## config.mk

```make
export PLATFORM = sky130hd
export DESIGN_NAME = alu_result_fmt
export DESIGN_NICKNAME = d
export VERILOG_FILES = /design/src/rtl/alu_result_fmt_pkg.sv /design/src/rtl/alu_result_fmt_hex2ascii.sv /design/src/rtl/alu_result_fmt.sv
export SDC_FILE = /design/constraint.sdc
export NUM_CORES = 1
export LEC_CHECK = 0
export CELL_PAD_IN_SITES_DETAIL_PLACEMENT = 0
export CELL_PAD_IN_SITES_GLOBAL_PLACEMENT = 1
export CORE_MARGIN = 10
export CORE_UTILIZATION = 30
export DETAILED_ROUTE_END_ITERATION = 12
export PLACE_DENSITY = 0.61
export SLEW_MARGIN = 40
export SYNTH_ARGS = -nofsm -noshare
export SYNTH_HDL_FRONTEND = slang
export SYNTH_SLANG_ARGS = --single-unit
```

## constraint.sdc

```tcl
create_clock -name clk -period 6.7 [get_ports clk]
set_input_delay 0.67 -clock clk [delete_from_list [all_inputs] [get_ports clk]]
set_output_delay 0.67 -clock clk [all_outputs]
set_load 0.05 [all_outputs]
```

## src/rtl/alu_result_fmt_pkg.sv

```systemverilog
// Shared definitions for the ALU result formatter: dtype codes, ASCII bytes
// and the line-emission state encoding.
package alu_result_fmt_pkg;

    localparam logic [3:0] DT_UNSIGNED = 4'h1;
    localparam logic [3:0] DT_SIGNED   = 4'h2;

    localparam logic [7:0] ASCII_CR      = 8'h0D;
    localparam logic [7:0] ASCII_LF      = 8'h0A;
    localparam logic [7:0] ASCII_MINUS   = 8'h2D;
    localparam logic [7:0] ASCII_ZERO    = 8'h30;
    localparam logic [7:0] ASCII_UPPER_A = 8'h41;
    localparam logic [7:0] ASCII_LOWER_A = 8'h61;

    typedef enum logic [2:0] {
        ST_IDLE,
        ST_SIGN,
        ST_DIGIT,
        ST_CR,
        ST_LF
    } fmt_state_t;

endpackage

```

## src/rtl/alu_result_fmt_hex2ascii.sv

```systemverilog
// Combinational nibble-to-ASCII converter; UPPER_HEX picks the A-F or a-f range.
module hex2ascii
    import alu_result_fmt_pkg::*;
#(
    parameter bit UPPER_HEX = 1'b1
) (
    input  logic [3:0] i_nibble,
    output logic [7:0] o_ascii
);

    logic [7:0] w_alpha_base;

    assign w_alpha_base = UPPER_HEX ? ASCII_UPPER_A : ASCII_LOWER_A;
    assign o_ascii = (i_nibble < 4'd10) ? (ASCII_ZERO + {4'h0, i_nibble})
                                        : (w_alpha_base + {4'h0, i_nibble} - 8'd10);

endmodule

```

## src/rtl/alu_result_fmt.sv

```systemverilog
// Captures an ALU result and streams it to the UART TX as an ASCII hex line
// ("-"? digits CR LF) over a registered valid/ready handshake.
module alu_result_fmt
    import alu_result_fmt_pkg::*;
#(
    parameter bit LZ_SUPPRESS = 1'b1,
    parameter bit UPPER_HEX   = 1'b1
) (
    input  logic        clk,
    input  logic        rst,
    input  logic        alu_done,
    input  logic [31:0] result,
    input  logic [3:0]  dtype,
    input  logic        tx_ready,
    output logic [7:0]  tx_data,
    output logic        tx_valid,
    output logic        busy,
    output logic        overrun
);

    fmt_state_t  r_state;
    logic [31:0] r_mag;
    logic [2:0]  r_idx;
    logic        r_nz;
    logic [7:0]  r_tx_data;
    logic        r_tx_valid;
    logic        r_busy;
    logic        r_overrun;

    logic        w_cap_neg;
    logic [31:0] w_cap_mag;
    logic        w_xfer;
    logic [31:0] w_eval_mag;
    logic [2:0]  w_eval_idx;
    logic        w_eval_seen;
    logic [3:0]  w_eval_nib;
    logic        w_eval_skip;
    logic [7:0]  w_eval_ascii;

    assign w_cap_neg = (dtype == DT_SIGNED) && result[31];
    assign w_cap_mag = w_cap_neg ? (~result + 32'd1) : result;
    assign w_xfer    = r_tx_valid && tx_ready;

    // Look ahead at the digit to be presented after this edge, so the first
    // digit can be registered on the capture edge itself.
    always_comb begin
        w_eval_mag = r_mag;
        w_eval_idx = r_idx;
        case (r_state)
            ST_IDLE: begin
                w_eval_mag = w_cap_mag;
                w_eval_idx = 3'd7;
            end
            ST_SIGN:  w_eval_idx = 3'd7;
            ST_DIGIT: w_eval_idx = r_idx - 3'd1;
            default:  ;
        endcase
    end

    assign w_eval_seen = (r_state == ST_DIGIT) && r_nz;
    assign w_eval_nib  = w_eval_mag[{w_eval_idx, 2'b00} +: 4];
    assign w_eval_skip = LZ_SUPPRESS && (w_eval_nib == 4'h0) && !w_eval_seen
                         && (w_eval_idx != 3'd0);

    hex2ascii #(
        .UPPER_HEX(UPPER_HEX)
    ) u_hex2ascii (
        .i_nibble(w_eval_nib),
        .o_ascii (w_eval_ascii)
    );

    always_ff @(posedge clk or posedge rst) begin
        if (rst) begin
            r_state    <= ST_IDLE;
            r_mag      <= 32'd0;
            r_idx      <= 3'd0;
            r_nz       <= 1'b0;
            r_tx_data  <= 8'h00;
            r_tx_valid <= 1'b0;
            r_busy     <= 1'b0;
            r_overrun  <= 1'b0;
        end else begin
            r_overrun <= alu_done && r_busy;
            case (r_state)
                ST_IDLE: begin
                    if (alu_done) begin
                        r_mag  <= w_cap_mag;
                        r_busy <= 1'b1;
                        r_idx  <= 3'd7;
                        r_nz   <= !w_cap_neg && !w_eval_skip;
                        if (w_cap_neg) begin
                            r_state    <= ST_SIGN;
                            r_tx_valid <= 1'b1;
                            r_tx_data  <= ASCII_MINUS;
                        end else begin
                            r_state    <= ST_DIGIT;
                            r_tx_valid <= !w_eval_skip;
                            r_tx_data  <= w_eval_ascii;
                        end
                    end
                end
                ST_SIGN: begin
                    if (w_xfer) begin
                        r_state    <= ST_DIGIT;
                        r_idx      <= 3'd7;
                        r_tx_valid <= !w_eval_skip;
                        r_tx_data  <= w_eval_ascii;
                        r_nz       <= !w_eval_skip;
                    end
                end
                ST_DIGIT: begin
                    // tx_valid low here means the previous cycle was a skipped zero
                    if (!r_tx_valid || (w_xfer && (r_idx != 3'd0))) begin
                        r_idx      <= w_eval_idx;
                        r_tx_valid <= !w_eval_skip;
                        r_tx_data  <= w_eval_ascii;
                        r_nz       <= r_nz || !w_eval_skip;
                    end else if (w_xfer) begin
                        r_state   <= ST_CR;
                        r_tx_data <= ASCII_CR;
                    end
                end
                ST_CR: begin
                    if (w_xfer) begin
                        r_state   <= ST_LF;
                        r_tx_data <= ASCII_LF;
                    end
                end
                ST_LF: begin
                    if (w_xfer) begin
                        r_state    <= ST_IDLE;
                        r_tx_valid <= 1'b0;
                        r_busy     <= 1'b0;
                    end
                end
                default: r_state <= ST_IDLE;
            endcase
        end
    end

    assign tx_data  = r_tx_data;
    assign tx_valid = r_tx_valid;
    assign busy     = r_busy;
    assign overrun  = r_overrun;

endmodule
```

==> reports/results.txt, run 1 <==
The fraction of layout instances using a drive strength above 1 is 0.08085. Half-perimeter wire length after detailed placement: 8353 um. TritonCTS created 5 clock buffers. For the sequential element share of the synthesized area, the log shows 0.3431. For the pin with the worst max-slew slack, the measured transition is 760.1 ps.

The number of antenna diodes in the final layout is 0. The via-per-instance ratio is 5.387. The design draws 2.098 mW. The worst endpoint data arrival time is 3940 ps. The horizontal die dimension is 129.1 um, and the worst relative slew slack is 0.4802. Max-cap violations in this run came to 0. The most common cell in the synthesized netlist is sky130_fd_sc_hd__nand2_1. Hold repair after CTS inserted 0 buffers.

The first-pass detailed-route iteration total was 5; the starting utilization of the core area was 0.3090. The run gives 0 as the number of pins exceeding their max-slew limit in the final report. The clock network latency to the later pin of the worst-skew pair is 300 ps, and the wire length of the first global-routing pass is 18100 um.

Once detail routing completed, the nets flagged for antenna violations numbered 0. The net count after synthesis is 481, and the number of levels in the clock H-tree is 2. The run gives 71 as the number of library cell types mapped by synthesis. The tree is rooted in a sky130_fd_sc_hd__clkbuf_16. Across all setup checks in the final design, the least slack found is 2946 ps. The average footprint of a synthesized cell is 8.196 um^2, and the post-synthesis instance total is 436. Final instance area: 4335 um^2. The clock-pin slew on the worst setup and hold paths is 70 ps.

Dividing total power by cell area gives a power density of 483.8 nW/um^2. The period utilization is 0.5602. The endpoint class of the critical path was a flip-flop. VDD sags by at most 0.1654 mV. The run finished with clean final reports.

TritonCTS built the clock tree. After clock tree synthesis, the repair step resized 0 gates. The run gives 3302 as the total vias in the final route. After detailed placement, the design holds a cell count of 605.

The run gives 16680 um^2 as the area enclosed by the die boundary. The required time reported for the critical path endpoint is 6880 ps. Final global-route overflow total: 0. At the placement stage, the worst setup path has a slack of 2630 ps.

The proportion of synthesized flip-flops having asynchronous set or reset was 1.000; the net load switching power was 0.9733 mW. The average wire per cell in the routed design works out to 18.29 um. The detailed router finished its first iteration with 250 violations. The maximum fanout encountered on the critical timing path is 7. The part of the power in registers is 0.269, and the post-layout instance count excluding filler cells is 613.

The switching portion of total power is 0.4640. The total wire length came out at 11210 um. The run gives 39 as the row count.

The run gives 0 as the number of antenna violations at the first check in global routing. Setup repair after global routing left no endpoint under its margin. The standard cell area after detailed placement was 4140 um^2; the synthesized area was 3573 um^2. The critical path start-end classification is input pin to flip-flop.

The analysis attributes to cell leakage a power of 1.706 nW. Entering global routing, the biggest net connects 59 pins. The die extent in y is 129.1 um, and the share of the synthesized area in the top cell type is 0.3431.

The number of flip-flops and latches in the synthesized netlist is 49. The cell type with the highest aggregate area in the netlist is sky130_fd_sc_hd__dfrtp_1. The worst hold path belongs to the class flip-flop to flip-flop.

The part of the total power dissipated in the clock network is 0.158, and the setup skew after layout is 4.933 ps. The number of global-route vias before repair came out at 3278. After synthesis, the most frequently instantiated cells are 65 x sky130_fd_sc_hd__nand2_1, 50 x sky130_fd_sc_hd__o21ai_0, 49 x sky130_fd_sc_hd__dfrtp_1. The run gives 0.1368 as the total routing resource utilization after global routing. After floorplanning, the core was sized to cover 11560 um^2.

After detailed routing, the number of remaining DRC violations is 0. The fmax is 0.2664 GHz, and the number of placed I/O pins is 51. Count of flip-flops with a built-in enable after synthesis: 0. CTS saw 49 sinks. After layout, the minimum clock period comes to 3754 ps. The run gives 0 as the number of setup buffers added after CTS. The number of buffer cells added on primary ports is 49, and the final hold violation count is 0. STA classifies the critical path startpoint as an input pin. Summed over all failing endpoints, the final setup total negative slack is 0 ps. From synthesis to final layout, the design area changed by 21.32%.

The run gives 1.124 mW as the cell-internal power. The net count of the finished layout is 514. After synthesis, the cell types taking the most area are sky130_fd_sc_hd__dfrtp_1 34%, sky130_fd_sc_hd__o21ai_0 7.0%, sky130_fd_sc_hd__nand2_1 6.8%. Setup violations remaining at the end of the flow were counted as 0. The Yosys step of the flow raised 0 warnings. The congestion estimate from routability-driven global placement came to 0.8551.

Commonest register cell after synthesis: sky130_fd_sc_hd__dfrtp_1. The combinational share of power is 0.573, and the worst-case clock buffer depth is 2.
==> critical path, stage by stage <==
cell and delay (ps):
sky130_fd_sc_hd__clkdlybuf4s50_1 480, sky130_fd_sc_hd__inv_1 80, sky130_fd_sc_hd__ha_1 190, sky130_fd_sc_hd__nor4b_1 390, sky130_fd_sc_hd__and4b_1 460, sky130_fd_sc_hd__nand3_1 190
sky130_fd_sc_hd__nor2_1 120, sky130_fd_sc_hd__o21ai_0 80, sky130_fd_sc_hd__a41oi_1 430, sky130_fd_sc_hd__ha_1 230, sky130_fd_sc_hd__o31ai_1 60, sky130_fd_sc_hd__a31oi_1 210
sky130_fd_sc_hd__nand3_1 110, sky130_fd_sc_hd__a22o_1 220
==> power by group through the flow <==
| stage | combinational (mW) | clock [mW] | sequential [mW] |
|---|---|---|---|
| 5_1_grt | 1.33 | 0.350 | 0.588 |
| 2_1_floorplan | 0.843 | 0 | 0.579 |
| 6_report | 1.20 | 0.331 | 0.565 |
| 4_1_cts | 1.20 | 0.337 | 0.568 |
| 3_5_place_dp | 1.20 | 0 | 0.573 |
| 3_3_place_gp | 1.20 | 0 | 0.569 |
==> state kept, by name, summed over array words and instances, names as in the netlist <==
signal,count
r_nz,1
r_idx,3
overrun,1
r_mag,32
busy,1
tx_data,7
tx_valid,1
r_state,3
==> path summary, 6_finish.rpt <==
kind | cells after the start | slack, ps | end | from
min in group asynchronous | 3 | 880 | r_idx[1] | rst
hold reg to reg | 1 | 480 | tx_data[5] | tx_data[5]
max in group asynchronous | 3 | 5350 | r_state[2] | rst
hold / removal | 1 | 480 | tx_data[5] | tx_data[5]
setup reg to reg | 10 | 3190 | tx_data[0] | r_idx[0]
setup / recovery | 14 | 2950 | r_nz | result[1]
==> cells by family (layout without fill, tap and decap cells) <==
family / Yosys count / in the layout / share of synthesized area
buf+inv: 34 / 68 / 0.04482
flops: 49 / 49 / 0.3431
simple gates: 176 / 176 / 0.2535
other cells: 1 / 1 / 0.001049
mux: 6 / 6 / 0.01681
fa+ha+maj: 5 / 5 / 0.01751
compound gates: 134 / 134 / 0.2472
xor+xnor: 31 / 31 / 0.07598
==> cell type report <==
cell class | instances | area (um^2)
fill | 1186 | 7229
multi-input combinational | 353 | 2195
sequential | 49 | 1229
timing repair buffer | 52 | 513.0
tap | 143 | 178.9
clock buffer | 5 | 125.1
clock inverter | 3 | 65.06
inverter | 8 | 30.03
==> per-stage QoR <==
stage,hold WS (ps),utilization
finish,477.2,0.3749
global route,494.9,0.3749
CTS,482.9,0.3744
detailed placement,466.9,0.3580
global placement,457.1,0.3576
floorplan,443.4,-
==> layer usage <==
metal	wire, um	share of wire	GRT usage	up-vias
met4	150	0.013	0.04214	0
met3	319	0.028	0.01550	10
met1	5216	0.47	0.1794	1595
met2	5524	0.49	0.2304	55
li1	-	-	-	1642
met5	0	0	0	-
==> layout by cell type (no fill, tap or decap), types with 4 or more instances in the layout <==
cell type | synthesis | routed
sky130_fd_sc_hd__nor2_1 | 33 | 33
sky130_fd_sc_hd__dfrtp_1 | 49 | 47
sky130_fd_sc_hd__clkbuf_16 | 0 | 5
sky130_fd_sc_hd__clkdlybuf4s50_1 | 0 | 49
sky130_fd_sc_hd__nor3_1 | 8 | 7
sky130_fd_sc_hd__a211oi_1 | 4 | 4
sky130_fd_sc_hd__o31ai_1 | 7 | 7
sky130_fd_sc_hd__o211ai_1 | 4 | 4
sky130_fd_sc_hd__nand3_1 | 11 | 11
sky130_fd_sc_hd__nand3b_1 | 4 | 4
sky130_fd_sc_hd__a21oi_1 | 28 | 28
sky130_fd_sc_hd__nand2b_1 | 8 | 8
sky130_fd_sc_hd__nor4_1 | 7 | 7
sky130_fd_sc_hd__ha_1 | 5 | 5
sky130_fd_sc_hd__xnor2_1 | 18 | 18
sky130_fd_sc_hd__inv_1 | 8 | 7
sky130_fd_sc_hd__xor2_1 | 13 | 13
sky130_fd_sc_hd__a31oi_1 | 5 | 5
sky130_fd_sc_hd__nor2b_1 | 4 | 4
sky130_fd_sc_hd__nand2_1 | 65 | 64
sky130_fd_sc_hd__mux2i_1 | 6 | 6
sky130_fd_sc_hd__and3_1 | 4 | 4
sky130_fd_sc_hd__o21ai_0 | 50 | 50
(Power assumes the default switching activity.)
==> inputs of run 2 (changes only) <==
==> constraint.sdc (replaced) <==
create_clock -name clk -period 3.5 [get_ports clk]
set_input_delay 0.35 -clock clk [delete_from_list [all_inputs] [get_ports clk]]
set_output_delay 0.35 -clock clk [all_outputs]
set_load 0.05 [all_outputs]
==> reports/results.txt, run 2 (synthesis results as in run 1) <==
The flow ran to the end, and the final reports show no timing, DRC or antenna violations. TritonCTS built the clock tree. Logic depth of the worst setup path including buffers: 11 (-3). The tools report the number of setup buffers added after CTS as 0 (unchanged).

The power density over the cells works out to 892.9 nW/um^2 (+85%). The logs give 316.0 ps (-2630 ps) for the final setup slack of the worst path and 0 (unchanged) for the final hold violation count. The path depth of the worst reg2reg path was 11 (+1); the number of placed I/O pins was 51 (unchanged). The die extent in y came out at 129.1 um (unchanged).

The maximum number of pins on one net before global-route repair came out at 33 (-44%). The starting utilization of the core area was 0.3090 (unchanged). For the combinational share of power, the log shows 0.621 (+0.048). The run gives 0 (unchanged) as the max capacitance violation total. The horizontal die dimension was 129.1 um (unchanged).

The worst-case clock buffer depth is 2 (unchanged), and the worst endpoint data arrival time is 3360 ps (-580 ps). The run gives 1.870 mW (+92%) as the net load switching power. Leaving out fill and tap cells, the most frequent cell in the layout is sky130_fd_sc_hd__nand2_1. The kind of cell adding the most delay to the critical path was simple AND/OR/NAND/NOR gates.

The tools report the worst setup timing slack at the placement stage as -3.763 ps (-2634 ps). The area enclosed by the die boundary was 16680 um^2 (unchanged). The total vias in the final route was 3400 (+3.0%); the standard cell area after detailed placement was 4368 um^2 (+5.5%).

The final instance area was 4511 um^2 (+4.0%); the core occupancy in the finished layout was 0.3900 (+0.01515). The tools report the fmax as 0.3141 GHz. Setup repair after global routing left no endpoint under its margin. The tools report the flop-to-flop setup slack as 370 ps (-2820 ps). The number of design-rule violations left by the first detailed-router iteration came out at 195 (-22%). The final global-route overflow total is 0 (unchanged), and the layout-stage area growth over the synthesis result is 26.23%. The register with the most flip-flops was r_mag.

The worst-path cell with the longest stage delay was sky130_fd_sc_hd__or4_4. The highest cell delay on the worst timing path is 570 ps (+90 ps), and the number of sinks on the clock net is 49 (unchanged). Traced cell by cell, the critical path runs through clkdlybuf4s50_1, or4_4, or3_2, o31ai_4, mux2i_1, o32ai_4, buf_4, ha_1, o21a_1, nor2_1, o21ai_0. Met2 demand-to-capacity share in global routing: 0.2283 (-0.002114). The worst register-to-register path ends at tx_data[4]. The slew at the pin with the worst max-slew slack is 653.5 ps (-106.6 ps). The fraction of layout instances using a drive strength above 1 is 0.1297 (+0.04889), and the via-per-instance ratio is 5.280 (-2.0%). The core box area came out at 11560 um^2 (unchanged). Total routing resource utilization after global routing: 0.1358 (-0.0009776).

The timing startpoint of the critical path is result[24]. The part of the total power dissipated in the clock network came out at 0.119 (-0.039). The tools report the endpoint class of the critical path as a flip-flop.

The run gives 0.5574 (+0.07726) as the worst relative slew slack. The clock network latency to the later pin of the worst-skew pair was 290 ps (about the same); the diode insertion count for antenna repair was 0 (unchanged). The run gives 0.3168 mV (+92%) as the largest voltage drop on the vdd net. The clock period could shrink to 3184 ps. The total wire length is 11270 um (+0.54%), and the half-perimeter wire length after detailed placement is 8966 um (+7.3%).

The period utilization came out at 0.9097. The root buffer cell chosen for the clock tree is sky130_fd_sc_hd__clkbuf_16. The maximum fanout encountered on the critical timing path is 6 (-1).

For the global-route met3 utilization, the log shows 0.01631 (+0.0008157). The logs give 4 (-1) for the first-pass detailed-route iteration total and 0 (unchanged) for the number of pins exceeding their max-slew limit in the final report. The global routing's busiest layer is met2.

The end point of the critical path was tx_data[4]. The logs give 39 (unchanged) for the row count and 0.7946 (-7.1%) for the weighted congestion at the end of routability-driven global placement. Setup skew after layout: 6.865 ps (+1.932 ps). The tools report the startpoint of the most critical register-to-register path as r_state[1]. Sum of buffers and inverters on the critical path: 2 (unchanged).

The library cells used most frequently in the layout, excluding fill and tap cells, are 65 x sky130_fd_sc_hd__nand2_1, 50 x sky130_fd_sc_hd__o21ai_0, 49 x sky130_fd_sc_hd__dfrtp_1, 49 x sky130_fd_sc_hd__clkdlybuf4s50_1, 34 x sky130_fd_sc_hd__buf_4. The logs give 0 (unchanged) for the number of resized instances in the post-cts repair step and 0 (unchanged) for the final count of negative-setup-slack endpoints. The switching portion of total power was 0.4643 (about the same). The remaining number of nets flagged by the antenna check after routing came out at 0 (unchanged).

The total DRC errors in the routed layout was 0 (unchanged). The run gives 1.832 nW (+7.4%) as the total leakage power. Number of antenna violations at the first check in global routing: 0 (unchanged). The run gives 3670 ps (-3210 ps) as the required time reported for the critical path endpoint.

The worst min-delay path category was input pin to asynchronous set/reset pin. The run gives 5 (unchanged) as the clock buffer count from CTS. The critical path start-end classification is input pin to flip-flop.

The number of flip-flops in the largest register was 32 (unchanged). The number of buffer cells added on primary ports came out at 49 (unchanged). The run gives 3331 (+1.6%) as the number of global-route vias before repair.

STA classifies the critical path startpoint as an input pin. Number of levels in the clock H-tree: 2 (unchanged). The tools report the cell-internal power as 2.157 mW (+92%).

The logs give 0.260 (-0.009) for the part of the power in registers and 0.1800 (+0.0006602) for the global-route track usage on met1. The tools report the number of nets in the layout as 545 (+6.0%). The hold buffer count at cts was 0 (unchanged); the wire length of the first global-routing pass was 18030 um (-0.38%). Average wire per cell in the routed design: 17.50 um (-4.3%). The clock-pin slew on the worst setup and hold paths came out at 70 ps (about the same).
-- run 2: cell count changes in the layout (fill, tap and decap cells not counted), moves of 2 or more --
cell / change
sky130_fd_sc_hd__dfrtp_2: -2
sky130_fd_sc_hd__dfrtp_1: +2
sky130_fd_sc_hd__bufinv_16: -2
sky130_fd_sc_hd__buf_4: +31
-- run 2: per-stage QoR --
stage | power (mW) | hold slack [ps] | setup TNS [ps] | std cells
final | 4.027 | 443.9 | 0 | 644
after global routing | 4.360 | 504.5 | 0 | 644
after CTS | 4.056 | 470.8 | 0 | 644
after detailed placement | 3.568 | 464.4 | -3.763 | 636
after global placement | 3.551 | 458.3 | 0 | 636
after floorplan | 2.721 | 443.4 | 0 | 436
-- run 2: power by group through the flow --
stage / clock [mW] / sequential, mW / combinational [mW]
2_1_floorplan: 0 / 1.11 / 1.61
3_3_place_gp: 0 / 1.06 / 2.49
3_5_place_dp: 0 / 1.06 / 2.51
4_1_cts: 0.491 / 1.05 / 2.51
5_1_grt: 0.515 / 1.08 / 2.76
6_report: 0.481 / 1.05 / 2.50
-- run 2: how the worst min path moves through the flow --
| stage | from | end | slack (ps) |
|---|---|---|---|
| final | rst | r_mag[25] | 440 |
| after detailed placement | r_mag[7] | r_mag[7] | 460 |
| after global placement | r_mag[31] | r_mag[31] | 460 |
| after CTS | rst | r_mag[25] | 470 |
| after global routing | r_mag[4] | r_mag[4] | 500 |
| after floorplan | r_mag[7] | r_mag[7] | 440 |
-- run 2: final cells by class --
| cell class | count | area [um^2] |
|---|---|---|
| inverter | 8 | 30.03 |
| sequential | 49 | 1226 |
| clock buffer | 5 | 125.1 |
| clock inverter | 3 | 17.52 |
| fill | 1202 | 7054 |
| multi-input combinational | 353 | 2187 |
| tap | 143 | 178.9 |
| timing repair buffer | 83 | 745.7 |
-- run 2: layer usage --
metal | part of all wire | vias up
met5 | 0 | -
met4 | 0.0092 | 0
met3 | 0.046 | 6
met2 | 0.50 | 60
met1 | 0.45 | 1626
li1 | - | 1708
-- run 2: worst reg2reg max path: cells and delay by family, from the launching register on --
family | cells | cell delay (ps)
AO/OA/AOI/OAI | 6 | 1510
flip-flops | 1 | 580
buffers and inverters | 2 | 460
AND/OR/NAND/NOR | 2 | 240
adder cells (fa/ha/maj) | 1 | 220
==> inputs of run 3 (changes only) <==
--- a/config.mk
+++ b/config.mk
@@ -11,7 +11,7 @@
 export CORE_UTILIZATION = 30
 export DETAILED_ROUTE_END_ITERATION = 12
 export PLACE_DENSITY = 0.61
-export SLEW_MARGIN = 40
+export SLEW_MARGIN = 25
 export SYNTH_ARGS = -nofsm -noshare
 export SYNTH_HDL_FRONTEND = slang
 export SYNTH_SLANG_ARGS = --single-unit
==> reports/results.txt, run 3 (synthesis results as in run 1) <==
The run finished with clean final reports. The min-delay analysis places its worst path in the category input pin to asynchronous set/reset pin. The number of design-rule violations left by the first detailed-router iteration was 209 (+7.2%). The layout-stage area growth over the synthesis result is 26.23% (unchanged). The slowest stage of the critical path is the sky130_fd_sc_hd__or4_4 cell.

The sum of buffers and inverters on the critical path is 2 (unchanged). The logs give 0 (unchanged) for the number of antenna violations at the first check in global routing and 49 (unchanged) for the number of sinks on the clock net. The endpoint class of the critical path is a flip-flop. The logs give 4 (unchanged) for the first-pass detailed-route iteration total and 4511 um^2 (unchanged) for the final instance area.

The number of buffer cells added on primary ports was 49 (unchanged); the standard cell area after detailed placement was 4368 um^2 (unchanged). The number of nets in the layout came out at 545 (unchanged). The worst register-to-register path begins at r_state[1]. STA classifies the critical path startpoint as an input pin. The path depth of the worst reg2reg path came out at 10 (-1). The run gives 0 (unchanged) as the max capacitance violation total.

The total DRC errors in the routed layout was 0 (unchanged). The tools report the wire length of the first global-routing pass as 18040 um (about the same). The row count was 39 (unchanged). The maximum fanout encountered on the critical timing path is 6 (unchanged), and the starting utilization of the core area is 0.3090 (unchanged). The clock buffer count from CTS was 5 (unchanged); the final global-route overflow total was 0 (unchanged). The fraction of layout instances using a drive strength above 1 is 0.1297 (unchanged). Die extent in y: 129.1 um (unchanged).

The library cell used most frequently in the layout, excluding fill and tap cells, is sky130_fd_sc_hd__nand2_1. Register with the most flip-flops: r_mag. The worst setup timing slack at the placement stage came out at -4.792 ps (-1.028 ps).

The run gives 0.260 (about the same) as the part of the power in registers. The critical path in this run is classified as input pin to flip-flop. The slew at the pin with the worst max-slew slack was 650.4 ps (-3.188 ps).

The kind of cell with the highest combined delay along the critical path is simple AND/OR/NAND/NOR gates. The number of levels in the clock H-tree was 2 (unchanged). The flop-to-flop setup slack came out at 350 ps (-20 ps). The remaining number of nets flagged by the antenna check after routing is 0 (unchanged), and the final setup slack of the worst path is 323.1 ps (+7.138 ps).

The logs give 6.526 ps (-0.3394 ps) for the setup skew after layout and 0.7946 (unchanged) for the weighted congestion at the end of routability-driven global placement. The total wire length is 11290 um (+0.20%). The run gives 0 (unchanged) as the hold buffer count at cts. Power density over the cells: 893.3 nW/um^2 (about the same). Walking the worst path, the cells encountered are clkdlybuf4s50_1, or4_4, or3_2, o31ai_4, mux2i_1, o32ai_4, buf_4, ha_1, a21o_1, a311oi_1. The tools report the total leakage power as 1.832 nW (unchanged).

The number of placed I/O pins is 51 (unchanged), and the final count of negative-setup-slack endpoints is 0 (unchanged). The tools report the number of setup buffers added after CTS as 0 (unchanged). The number of flip-flops in the largest register is 32 (unchanged), and the total routing resource utilization after global routing is 0.1358 (unchanged). The run gives 0.119 (about the same) as the part of the total power dissipated in the clock network. The worst-case hold slack came out at 445.2 ps (+1.350 ps). The worst register-to-register path ends at tx_data[2]. The via-per-instance ratio works out to 5.317 (+0.71%). The final hold violation count is 0 (unchanged), and the switching portion of total power is 0.4646 (about the same). TritonCTS built the clock tree. The run gives 1.872 mW (+0.11%) as the net load switching power. The horizontal die dimension is 129.1 um (unchanged). The run gives 33 (unchanged) as the maximum number of pins on one net before global-route repair. Largest voltage drop on the vdd net: 0.3160 mV (-0.28%). The tools report the cell-internal power as 2.157 mW (about the same).

The total negative setup slack was 0 ps (unchanged); the combinational share of power was 0.622 (about the same). The required time reported for the critical path endpoint was 3690 ps (+20 ps); the average wire per cell in the routed design was 17.53 um (+0.20%). The core box area was 11560 um^2 (unchanged). For the diode insertion count for antenna repair, the log shows 0 (unchanged).

The clock-pin slew on the worst setup and hold paths was 70 ps (about the same). The number of global-route vias before repair is 3330 (-0.030%), and the number of pins exceeding their max-slew limit in the final report is 0 (unchanged). Setup repair after global routing left no endpoint under its margin.

The clock period minus worst slack is 3177 ps (-7.138 ps), and the number of resized instances in the post-cts repair step is 0 (unchanged). The library cells used most frequently in the layout, excluding fill and tap cells, are 65 x sky130_fd_sc_hd__nand2_1, 50 x sky130_fd_sc_hd__o21ai_0, 49 x sky130_fd_sc_hd__dfrtp_1, 49 x sky130_fd_sc_hd__clkdlybuf4s50_1, 34 x sky130_fd_sc_hd__buf_4. The area enclosed by the die boundary is 16680 um^2 (unchanged), and the fmax is 0.3148 GHz (+0.22%). The period utilization was 0.9077 (-0.002039). Clock tree synthesis selected as its root buffer the cell sky130_fd_sc_hd__clkbuf_16. Clock network latency to the later pin of the worst-skew pair: 290 ps (about the same). The logs give 8966 um (about the same) for the half-perimeter wire length after detailed placement and 3370 ps (about the same) for the worst endpoint data arrival time. The tools report the post-placement cell count as 636 (unchanged). The worst-case clock buffer depth is 2 (unchanged), and the highest cell delay on the worst timing path is 570 ps (about the same). Worst relative slew slack: 0.5552 (-0.002200).

The total vias in the final route is 3424 (+0.71%). The run gives 644 (unchanged) as the post-layout instance count excluding filler cells.
## run 3: cell counts in the layout (fill, tap and decap cells not counted)
No cell type changed its count.
## run 3: per-layer routing
metal,track usage,routed length (um),part of all wire,up-vias
li1,-,-,-,1704
met1,0.1800,5206,0.46,1637
met2,0.2283,5619,0.50,77
met3,0.01631,362,0.032,6
met4,0.03612,104,0.0092,0
met5,0,0,0,-
## run 3: layout make-up
class                   count  area (um^2)
clock buffers               5        125.1
well taps                 143        178.9
repair buffers             83        745.7
multi-input cells         353         2187
flip-flops and latches     49         1226
fillers                  1202         7054
inverters                   8        30.03
clock inverters             3        17.52
## run 3: through the flow
| step | util | power (mW) |
|---|---|---|
| after floorplan | - | 2.721 |
| after global placement | 0.3777 | 3.551 |
| after detailed placement | 0.3777 | 3.567 |
| after CTS | 0.3900 | 4.054 |
| after global routing | 0.3900 | 4.360 |
| final | 0.3900 | 4.029 |
## run 3: worst max path at each step
stage	end	slack [ps]	depth (start not counted)	start
after detailed placement	tx_data[4]	-5	11	result[15]
after global routing	r_nz	140	12	result[4]
after CTS	tx_data[4]	300	11	result[15]
after floorplan	r_nz	600	14	r_idx[0]
final	tx_data[2]	320	10	result[24]
after global placement	tx_data[4]	60	11	result[15]
## run 3: power groups by stage
| stage | sequential, mW | combinational [mW] | clock [mW] |
|---|---|---|---|
| after floorplan | 1.11 | 1.61 | 0 |
| after global placement | 1.06 | 2.49 | 0 |
| after detailed placement | 1.06 | 2.50 | 0 |
| after CTS | 1.05 | 2.51 | 0.491 |
| after global routing | 1.08 | 2.76 | 0.515 |
| final | 1.05 | 2.50 | 0.479 |
